### config.mk
export PLATFORM = sky130hd
export DESIGN_NAME = flash_ctrl
export DESIGN_NICKNAME = d
export VERILOG_FILES = /design/src/rtl/flash_ctrl_pkg.sv /design/src/rtl/flash_ctrl.sv
export SDC_FILE = /design/constraint.sdc
export NUM_CORES = 1
export LEC_CHECK = 0
export ABC_AREA = 1
export CAP_MARGIN = 20
export CORE_MARGIN = 2
export CORE_UTILIZATION = 45
export CTS_BUF_LIST = sky130_fd_sc_hd__clkbuf_8
export DETAILED_ROUTE_END_ITERATION = 8
export DONT_BUFFER_PORTS = 1
export PLACE_DENSITY = 0.64
export SYNTH_ARGS = -nofsm -noshare
export SYNTH_HDL_FRONTEND = slang
export SYNTH_SLANG_ARGS = --single-unit
### constraint.sdc
create_clock -name clock25M -period 1.9 [get_ports clock25M]
set_clock_uncertainty 0.05 [all_clocks]
set_input_delay 0.38 -clock clock25M [delete_from_list [all_inputs] [get_ports clock25M]]
set_output_delay 0.38 -clock clock25M [all_outputs]
set_load 0.03 [all_outputs]
### src/rtl/flash_ctrl_pkg.sv
// flash_ctrl shared types and constants.
// State encoding, spi cmd_type codes and op_code values.
package flash_ctrl_pkg;

  typedef enum logic [2:0] {
    S_IDLE,
    S_WREN_REQ,
    S_WREN_WAIT,
    S_MAIN_REQ,
    S_MAIN_WAIT,
    S_POLL_REQ,
    S_POLL_WAIT,
    S_FIN
  } state_t;

  localparam logic [2:0] CT_RDID = 3'b000;
  localparam logic [2:0] CT_WREN = 3'b001;
  localparam logic [2:0] CT_SE   = 3'b010;
  localparam logic [2:0] CT_RDSR = 3'b011;
  localparam logic [2:0] CT_PP   = 3'b101;
  localparam logic [2:0] CT_READ = 3'b111;

  localparam logic [1:0] OP_RDID = 2'b00;
  localparam logic [1:0] OP_SE   = 2'b01;
  localparam logic [1:0] OP_PP   = 2'b10;
  localparam logic [1:0] OP_READ = 2'b11;

  function automatic logic op_is_write(
    input logic [1:0] op
  );
    return (op == OP_SE) || (op == OP_PP);
  endfunction

  function automatic logic [2:0] main_ct(
    input logic [1:0] op
  );
    logic [2:0] ct;
    ct = CT_RDID;
    unique case (op)
      OP_RDID: ct = CT_RDID;
      OP_SE:   ct = CT_SE;
      OP_PP:   ct = CT_PP;
      OP_READ: ct = CT_READ;
      default: ct = CT_RDID;
    endcase
    return ct;
  endfunction

endpackage

### src/rtl/flash_ctrl.sv
// flash_ctrl: turns one op request into the
// WREN / main / RDSR-poll sequence for spi.
module flash_ctrl
  import flash_ctrl_pkg::*;
#(
  parameter logic [19:0] POLL_MAX = 20'd1000000,
  parameter logic [7:0]  CMD_WREN = 8'h06,
  parameter logic [7:0]  CMD_SE   = 8'h20,
  parameter logic [7:0]  CMD_PP   = 8'h02,
  parameter logic [7:0]  CMD_READ = 8'h03,
  parameter logic [7:0]  CMD_RDSR = 8'h05,
  parameter logic [7:0]  CMD_RDID = 8'h90
) (
  input  logic        clock25M,
  input  logic        flash_rst,
  input  logic        op_start,
  input  logic [1:0]  op_code,
  input  logic [23:0] op_addr,
  output logic        op_busy,
  output logic        op_done,
  output logic        op_err,
  output logic [7:0]  status_o,
  output logic [7:0]  rd_data,
  output logic        rd_valid,
  output logic [7:0]  rd_index,
  output logic [3:0]  spi_cmd_type,
  output logic [7:0]  spi_flash_cmd,
  output logic [23:0] spi_flash_addr,
  input  logic        spi_done,
  input  logic [7:0]  spi_data,
  input  logic        spi_valid
);

  state_t      r_state;
  state_t      w_next;
  logic [1:0]  r_code;
  logic [23:0] r_addr;
  logic [19:0] r_poll;
  logic [7:0]  r_idx;
  logic        r_err;
  logic [7:0]  r_status;
  logic [7:0]  r_rd_data;
  logic        r_rd_valid;
  logic [7:0]  r_rd_index;

  logic        w_accept;
  logic        w_strobe;
  logic [2:0]  w_ct;
  logic [7:0]  w_cmd;
  logic [23:0] w_addr;
  logic [7:0]  w_main_cmd;
  logic        w_timeout;
  logic        w_poll_inc;
  logic        w_cap_rd;

  assign w_accept = (r_state == S_IDLE) && op_start;
  assign w_cap_rd = (r_state == S_MAIN_WAIT)
                 && !op_is_write(r_code)
                 && spi_valid;

  // opcode byte for the main command of the latched op
  always_comb begin
    w_main_cmd = CMD_RDID;
    unique case (r_code)
      OP_RDID: w_main_cmd = CMD_RDID;
      OP_SE:   w_main_cmd = CMD_SE;
      OP_PP:   w_main_cmd = CMD_PP;
      OP_READ: w_main_cmd = CMD_READ;
      default: w_main_cmd = CMD_RDID;
    endcase
  end

  // next state and spi request fields; REQ strobes, WAIT holds
  always_comb begin
    w_next     = r_state;
    w_strobe   = 1'b0;
    w_ct       = 3'b000;
    w_cmd      = 8'h00;
    w_addr     = 24'h0;
    w_timeout  = 1'b0;
    w_poll_inc = 1'b0;
    unique case (r_state)
      S_IDLE: begin
        if (op_start)
          w_next = op_is_write(op_code)
                 ? S_WREN_REQ : S_MAIN_REQ;
      end
      S_WREN_REQ: begin
        w_strobe = 1'b1;
        w_ct     = CT_WREN;
        w_cmd    = CMD_WREN;
        w_addr   = r_addr;
        w_next   = S_WREN_WAIT;
      end
      S_WREN_WAIT: begin
        w_ct   = CT_WREN;
        w_cmd  = CMD_WREN;
        w_addr = r_addr;
        if (spi_done)
          w_next = S_MAIN_REQ;
      end
      S_MAIN_REQ: begin
        w_strobe = 1'b1;
        w_ct     = main_ct(r_code);
        w_cmd    = w_main_cmd;
        w_addr   = r_addr;
        w_next   = S_MAIN_WAIT;
      end
      S_MAIN_WAIT: begin
        w_ct   = main_ct(r_code);
        w_cmd  = w_main_cmd;
        w_addr = r_addr;
        if (spi_done)
          w_next = op_is_write(r_code)
                 ? S_POLL_REQ : S_FIN;
      end
      S_POLL_REQ: begin
        w_strobe = 1'b1;
        w_ct     = CT_RDSR;
        w_cmd    = CMD_RDSR;
        w_addr   = r_addr;
        w_next   = S_POLL_WAIT;
      end
      S_POLL_WAIT: begin
        w_ct   = CT_RDSR;
        w_cmd  = CMD_RDSR;
        w_addr = r_addr;
        if (spi_done) begin
          if (!r_status[0]) begin
            w_next = S_FIN;
          end else if (r_poll == POLL_MAX - 20'd1) begin
            w_next    = S_FIN;
            w_timeout = 1'b1;
          end else begin
            w_next     = S_POLL_REQ;
            w_poll_inc = 1'b1;
          end
        end
      end
      S_FIN: begin
        w_next = S_IDLE;
      end
      default: begin
        w_next = S_IDLE;
      end
    endcase
  end

  // state register
  always_ff @(posedge clock25M) begin
    if (flash_rst)
      r_state <= S_IDLE;
    else
      r_state <= w_next;
  end

  // op latch, poll counter, error flag and data capture
  always_ff @(posedge clock25M) begin
    if (flash_rst) begin
      r_code     <= OP_RDID;
      r_addr     <= 24'h0;
      r_poll     <= 20'h0;
      r_idx      <= 8'h00;
      r_err      <= 1'b0;
      r_status   <= 8'h00;
      r_rd_data  <= 8'h00;
      r_rd_valid <= 1'b0;
      r_rd_index <= 8'h00;
    end else begin
      r_rd_valid <= 1'b0;
      if (w_accept) begin
        r_code     <= op_code;
        r_addr     <= op_addr;
        r_poll     <= 20'h0;
        r_idx      <= 8'h00;
        r_err      <= 1'b0;
        r_rd_index <= 8'h00;
      end
      if (w_poll_inc)
        r_poll <= r_poll + 20'd1;
      if (w_timeout)
        r_err <= 1'b1;
      if ((r_state == S_POLL_WAIT) && spi_valid)
        r_status <= spi_data;
      if (w_cap_rd) begin
        r_rd_data  <= spi_data;
        r_rd_valid <= 1'b1;
        r_rd_index <= r_idx;
        if (r_idx != 8'hFF)
          r_idx <= r_idx + 8'd1;
      end
    end
  end

  assign op_busy        = (r_state != S_IDLE);
  assign op_done        = (r_state == S_FIN);
  assign op_err         = r_err;
  assign status_o       = r_status;
  assign rd_data        = r_rd_data;
  assign rd_valid       = r_rd_valid;
  assign rd_index       = r_rd_index;
  assign spi_cmd_type   = {w_strobe, w_ct};
  assign spi_flash_cmd  = w_cmd;
  assign spi_flash_addr = w_addr;

endmodule

Word-level counts from Yosys, hierarchy flattened
Index checks and enable logic that the tools add are counted.
- register bits: 83
- word-level logic and storage cells: 82
- add/sub/neg operators: 2
- eq/ne operators: 18
- mux-type cells: 33
- reduce and logical (&&, ||, !) cells: 19
- operator list (operator ; count):
    20-bit 2-to-1 mux ; 2
    8-bit 2-to-1 mux ; 5
    8-bit case mux with 4 select lines ; 1
    24-bit 2-to-1 mux ; 1
    3-bit case mux with 8 select lines ; 1
    8-bit case mux with 3 select lines ; 1
    20-bit by 1-bit adder with 20-bit output, second input constant ; 1
    20-bit equality test, second input constant ; 1
    3-bit equality test, second input constant ; 4
    1-bit 2-to-1 mux ; 12
    3-bit 2-to-1 mux ; 4
    3-bit case mux with 4 select lines ; 1
    3-bit case mux with 3 select lines ; 1
    8-bit by 1-bit adder with 8-bit output, second input constant ; 1
    2-bit 2-to-1 mux ; 4
    2-bit inequality test, second input constant ; 4
    8-bit inequality test, second input constant ; 1
    2-bit equality test, second input constant ; 3
    3-bit by 2-bit equality test with 1-bit output, second input constant ; 2
    2-bit nonzero test ; 3
    2-bit OR reduction ; 3
    6-bit OR reduction ; 1
    2-bit by 1-bit equality test with 1-bit output, second input constant ; 2
    1-bit logical AND ; 4
    8 further kinds ; 9

Longest topological paths before layout
- word-level depth: 6
- gate-level depth with buffers: 11
- mapped depth without buffers: 11

Worst setup path before layout
Ideal clock, no wire load.
- path type: register -> output
- start: register r_state[2]
- end: output spi_flash_addr[10]
- arrival time: 1.609 ns
- path slack: -0.139 ns
- stages on the path, launching flop included: 6
- path buffers: 1
- path through: dfxtp_1 inv_1 nand2_1 o21ai_1 buf_2 nor2_1
- word-level cells in the longest chain between the ends: 3
- elaborated cells on any way between the ends: 8
- classes of those cells: eq/ne: 6; mux: 1; reduce/logical: 1
- RTL lines (element ; line ; RTL):
    start: declaration ; flash_ctrl.sv:34 ; state_t r_state;
    start signal: assignment ; flash_ctrl.sv:154 ; r_state <= w_next;
    3-bit equality test (tied with other cells) ; flash_ctrl.sv:82 ; unique case (r_state)
    6-bit OR reduction (no source line) (*) ; - ;
    24-bit 2-to-1 mux (*) ; flash_ctrl.sv:82 ;
    end: declaration ; flash_ctrl.sv:28 ; output logic [23:0] spi_flash_addr,
Every way passes the cells marked *; elsewhere a longest branch is shown, timed or not.

Worst setup path in the final report
- start: register r_state[0]
- end: output spi_flash_addr[13]
Same word-level chain as after synthesis.

==> results.txt <==
- After global routing the overflow that remains totals 0.
- Required time worst endpoint: 1470 ps
* Vias per inst: 5.17
- Later-pin clock latency in the skew report: ~360 ps
- Standard-cell row count: 34
- IR Drop Worst-Case VDD: between 0.4 and 0.5 mV
* Total standard cell area after synthesis: ~4000 um2
* Terminating pin of the worst hold path: status_o[7]$_SDFFE_PP0P_
- Static timing analysis puts the maximum clock frequency at slightly above 500 MHz.
* Final HPWL from detailed placement: between 6000 and 7000 um
- The startpoint identified for the worst hold timing path is flash_rst.
* Most frequent cells in the layout: 110 x nand2_1, 78 x dfxtp_1, 62 x inv_1, 62 x a21oi_1
- In this run the count of I/O pins placed on the die edge is 103.
- 0 antenna diodes ended up in the layout.
- Setup slack of the worst register-to-register path: roughly 150 ps
* Slowest stage cell on the critical path: dfxtp_4
* Vias in the first global route: around 3500
- Non-filler cells, final: approximately 720
- Wire length on met2: 4710 um
* Number of failing hold endpoints at the final stage: 0
* Count of state elements after synthesis: 83
* CTS H-tree lvls: 3
* Count of warnings emitted by yosys: 0
* Number of buffers on the longest clock path: 2
* Area growth, synth to finish: 21.4%
* Maximum number of pins on one net before global-route repair: 35
- Pwr Density: approximately 1200 nW/um2
* Antenna violations before repair: 0
- Once layout is complete, the utilization of the core stands at 0.563.
- STA classifies the critical path endpoint as a primary output.
- For the finished layout, the period the worst path requires is between 1500 and 2000 ps.
* Setup repair after global routing missed its margin: true
- The tool flagged a number of max-cap violations equal to 0.
- Sequential cell area: around 1700 um2
- The number of max-slew violations in the final report is 0.
- The die is between 90 and 100 um tall.
- Wire length on met1: ~4300 um
- Hold buffer count at CTS: 0
* Most frequent standard cell in the layout excluding fill and tap cells: nand2_1
* Fill count: just over 800
* Critical path fanouts, max: 12
- Critical Path AT: approximately 1500 ps
* R2R Path End: r_poll[16]$_SDFFE_PP0P_
* Number of cells on the worst hold path: 1
* Final setup fails: 26
- Wire length of the first global-routing pass: roughly 16000 um
* Routed length per placed instance: 13.6 um
* Worst setup slack after layout: -74.1 ps
- CTS tree: built
* Launching element type of the critical path: flip-flop
- Period utilisation layout: 1.04
- Final sum of negative setup slack: -1070 ps
* Reg-to-reg critical path startpoint: r_poll[0]$_SDFFE_PP0P_
* Placed Instances: ~700
* Worst path cell trace: nand2_2 > buf_4 > o21ai_4 > clkbuf_16 > nor2_2 > buf_6
* Number of nets in the layout: ~660
* Remaining routing DRC violations: 0
* First-pass iteration count of the detailed router: 4
- The floorplan step defined a core boundary enclosing between 8000 and 9000 um2.
- The tree is rooted in a clkbuf_8.
- The checks that failed: negative setup slack.
- In the final layout, the share of cells above drive strength 1 is 0.231.
* Depth of the most critical reg-to-reg path: 9
- Across every metal layer, demand over resource in global routing totals 0.198.
- Kind of path behind the tightest hold check: in -> reg
* Total length of routed wires: roughly 9800 um
- Counting every instance in the synthesized netlist gives 572.
- Multi-input logic area: ~2000 um2
* Crit path kind: reg -> out
* Routed met3 length: about 640 um
- The share of the Yosys chip area taken by registers is 0.413.
- Total vias in the final route: roughly 3700
- The congestion estimate from routability-driven global placement came to 0.900.
* Highest signal layer in the routed design: met4
* Peak per-stage delay on the critical path: roughly 400 ps
- In this run, the number of DRC markers left after iteration 0 of detailed routing was about 190.
* Status: finished with violations
- Once detail routing completed, the nets flagged for antenna violations numbered 0.
- After clock tree synthesis, the clock-pin slew on the worst setup and hold paths is roughly 90 ps.
* Synthesized area per cell: approximately 7 um2
* Pleak: between 0.0015 and 0.002 uW
* Clock buffer count from CTS: 9
- Overall power consumption after layout is estimated at slightly below 6000 uW.
- Clock Sinks: 83
- Post-synth cell types: 38
- The initial utilization of the core area, before any placement, comes to 0.464.
- Area enclosed by the die boundary: approximately 9700 um2
- During placement, the flow inserted port buffers numbering 0.
* DIE WIDTH: around 99 um
[layer usage]
metal,global-route usage,vias to the layer above
li1,-,1902
met1,0.249,1726
met2,0.329,102
met3,0.0546,13
met4,0.0674,0
met5,0,-
[timing repair]
| item | CTS | global route |
|---|---|---|
| endpoints found under the setup margin | 32 | 36 |
| gates cloned | 0 | 1 |
| resized for setup | 47 | 9 |
| pin swaps | 4 | 5 |
| setup buffers | 1 | 4 |
| hold endpoints to repair | 0 | 0 |
[registers in the layout, summed over array words and instances (netlist names), 2 cells and up]
signal and flops:
r_poll 20, r_idx 8, r_code 2, status_o 8, r_state 3, rd_index 8
rd_data 8, r_addr 24
[through the flow]
stage	setup WS, ps	hold slack, ps	instance area, um2
after floorplan	-13.1	380	4080
after global placement	153	387	4440
after detailed placement	105	398	4440
after CTS	-84.8	1.92	4790
after global routing	-142	0.0524	4880
final	-74.1	27.7	4880
[worst max-delay path: cells and delay by family (launching register included)]
| family | cells | cell delay (ps) |
|---|---|---|
| AO/OA/AOI/OAI | 1 | 180 |
| flip-flops | 1 | 400 |
| buffers and inverters | 3 | 490 |
| AND/OR/NAND/NOR | 2 | 110 |
[power by group]
part           switching [uW]  leakage (uW)  internal, uW
Clock                     686      0.000105           660
Sequential                117      0.000677          1950
Combinational            1480       0.00106           870
Total                    2290       0.00184          3480
[cell usage after synthesis, drive strengths merged]
cell	n	share of area
nand2	121	0.12
dfxtp	83	0.41
nor2	74	0.079
inv	69	0.065
a21oi	67	0.087
o21ai	54	0.069
nand3	47	0.065
buf	17	0.031
clkbuf	9	0.0084
nor3	9	0.014
ha	7	0.022
nand4	4	0.0062
clkinv	2	0.0031
or2	2	0.0031
xnor2	2	0.0044
a21boi	1	0.0019
conb	1	0.00093
nand3b	1	0.0050
nor3b	1	0.0019
xor2	1	0.0022
[area by class of cell]
class	instances	area share
multi-input combinational	393	0.421
clock inverter	6	0.0146
clock buffer	10	0.0282
inverter	71	0.0561
timing repair buffer	53	0.110
sequential	83	0.342
tap	108	0.0277
[worst max-delay path by stage]
stage,from,end,depth (start not counted)
4_1_cts,r_state[0]$_SDFFE_PP0P_,spi_flash_addr[0],6
3_3_place_gp,r_code[0]$_SDFFE_PP0P_,r_idx[5]$_SDFF_PP0_,9
2_1_floorplan,r_state[0]$_SDFFE_PP0P_,spi_flash_cmd[7],5
3_5_place_dp,r_state[0]$_SDFFE_PP0P_,spi_cmd_type[0],8
6_report,r_state[0]$_SDFFE_PP0P_,spi_flash_addr[13],6
5_1_grt,r_state[1]$_SDFFE_PP0P_,spi_flash_addr[13],7
[kinds of logic after synthesis]
kind of cell | synth area share
AND/OR/NAND/NOR | 0.292
AO/OA/AOI/OAI | 0.158
buffers and inverters | 0.107
flip-flops | 0.413
adder cells (fa/ha/maj) | 0.0218
XOR/XNOR | 0.00653
other | 0.000932
Note: power is estimated with default switching activity, not from simulation.
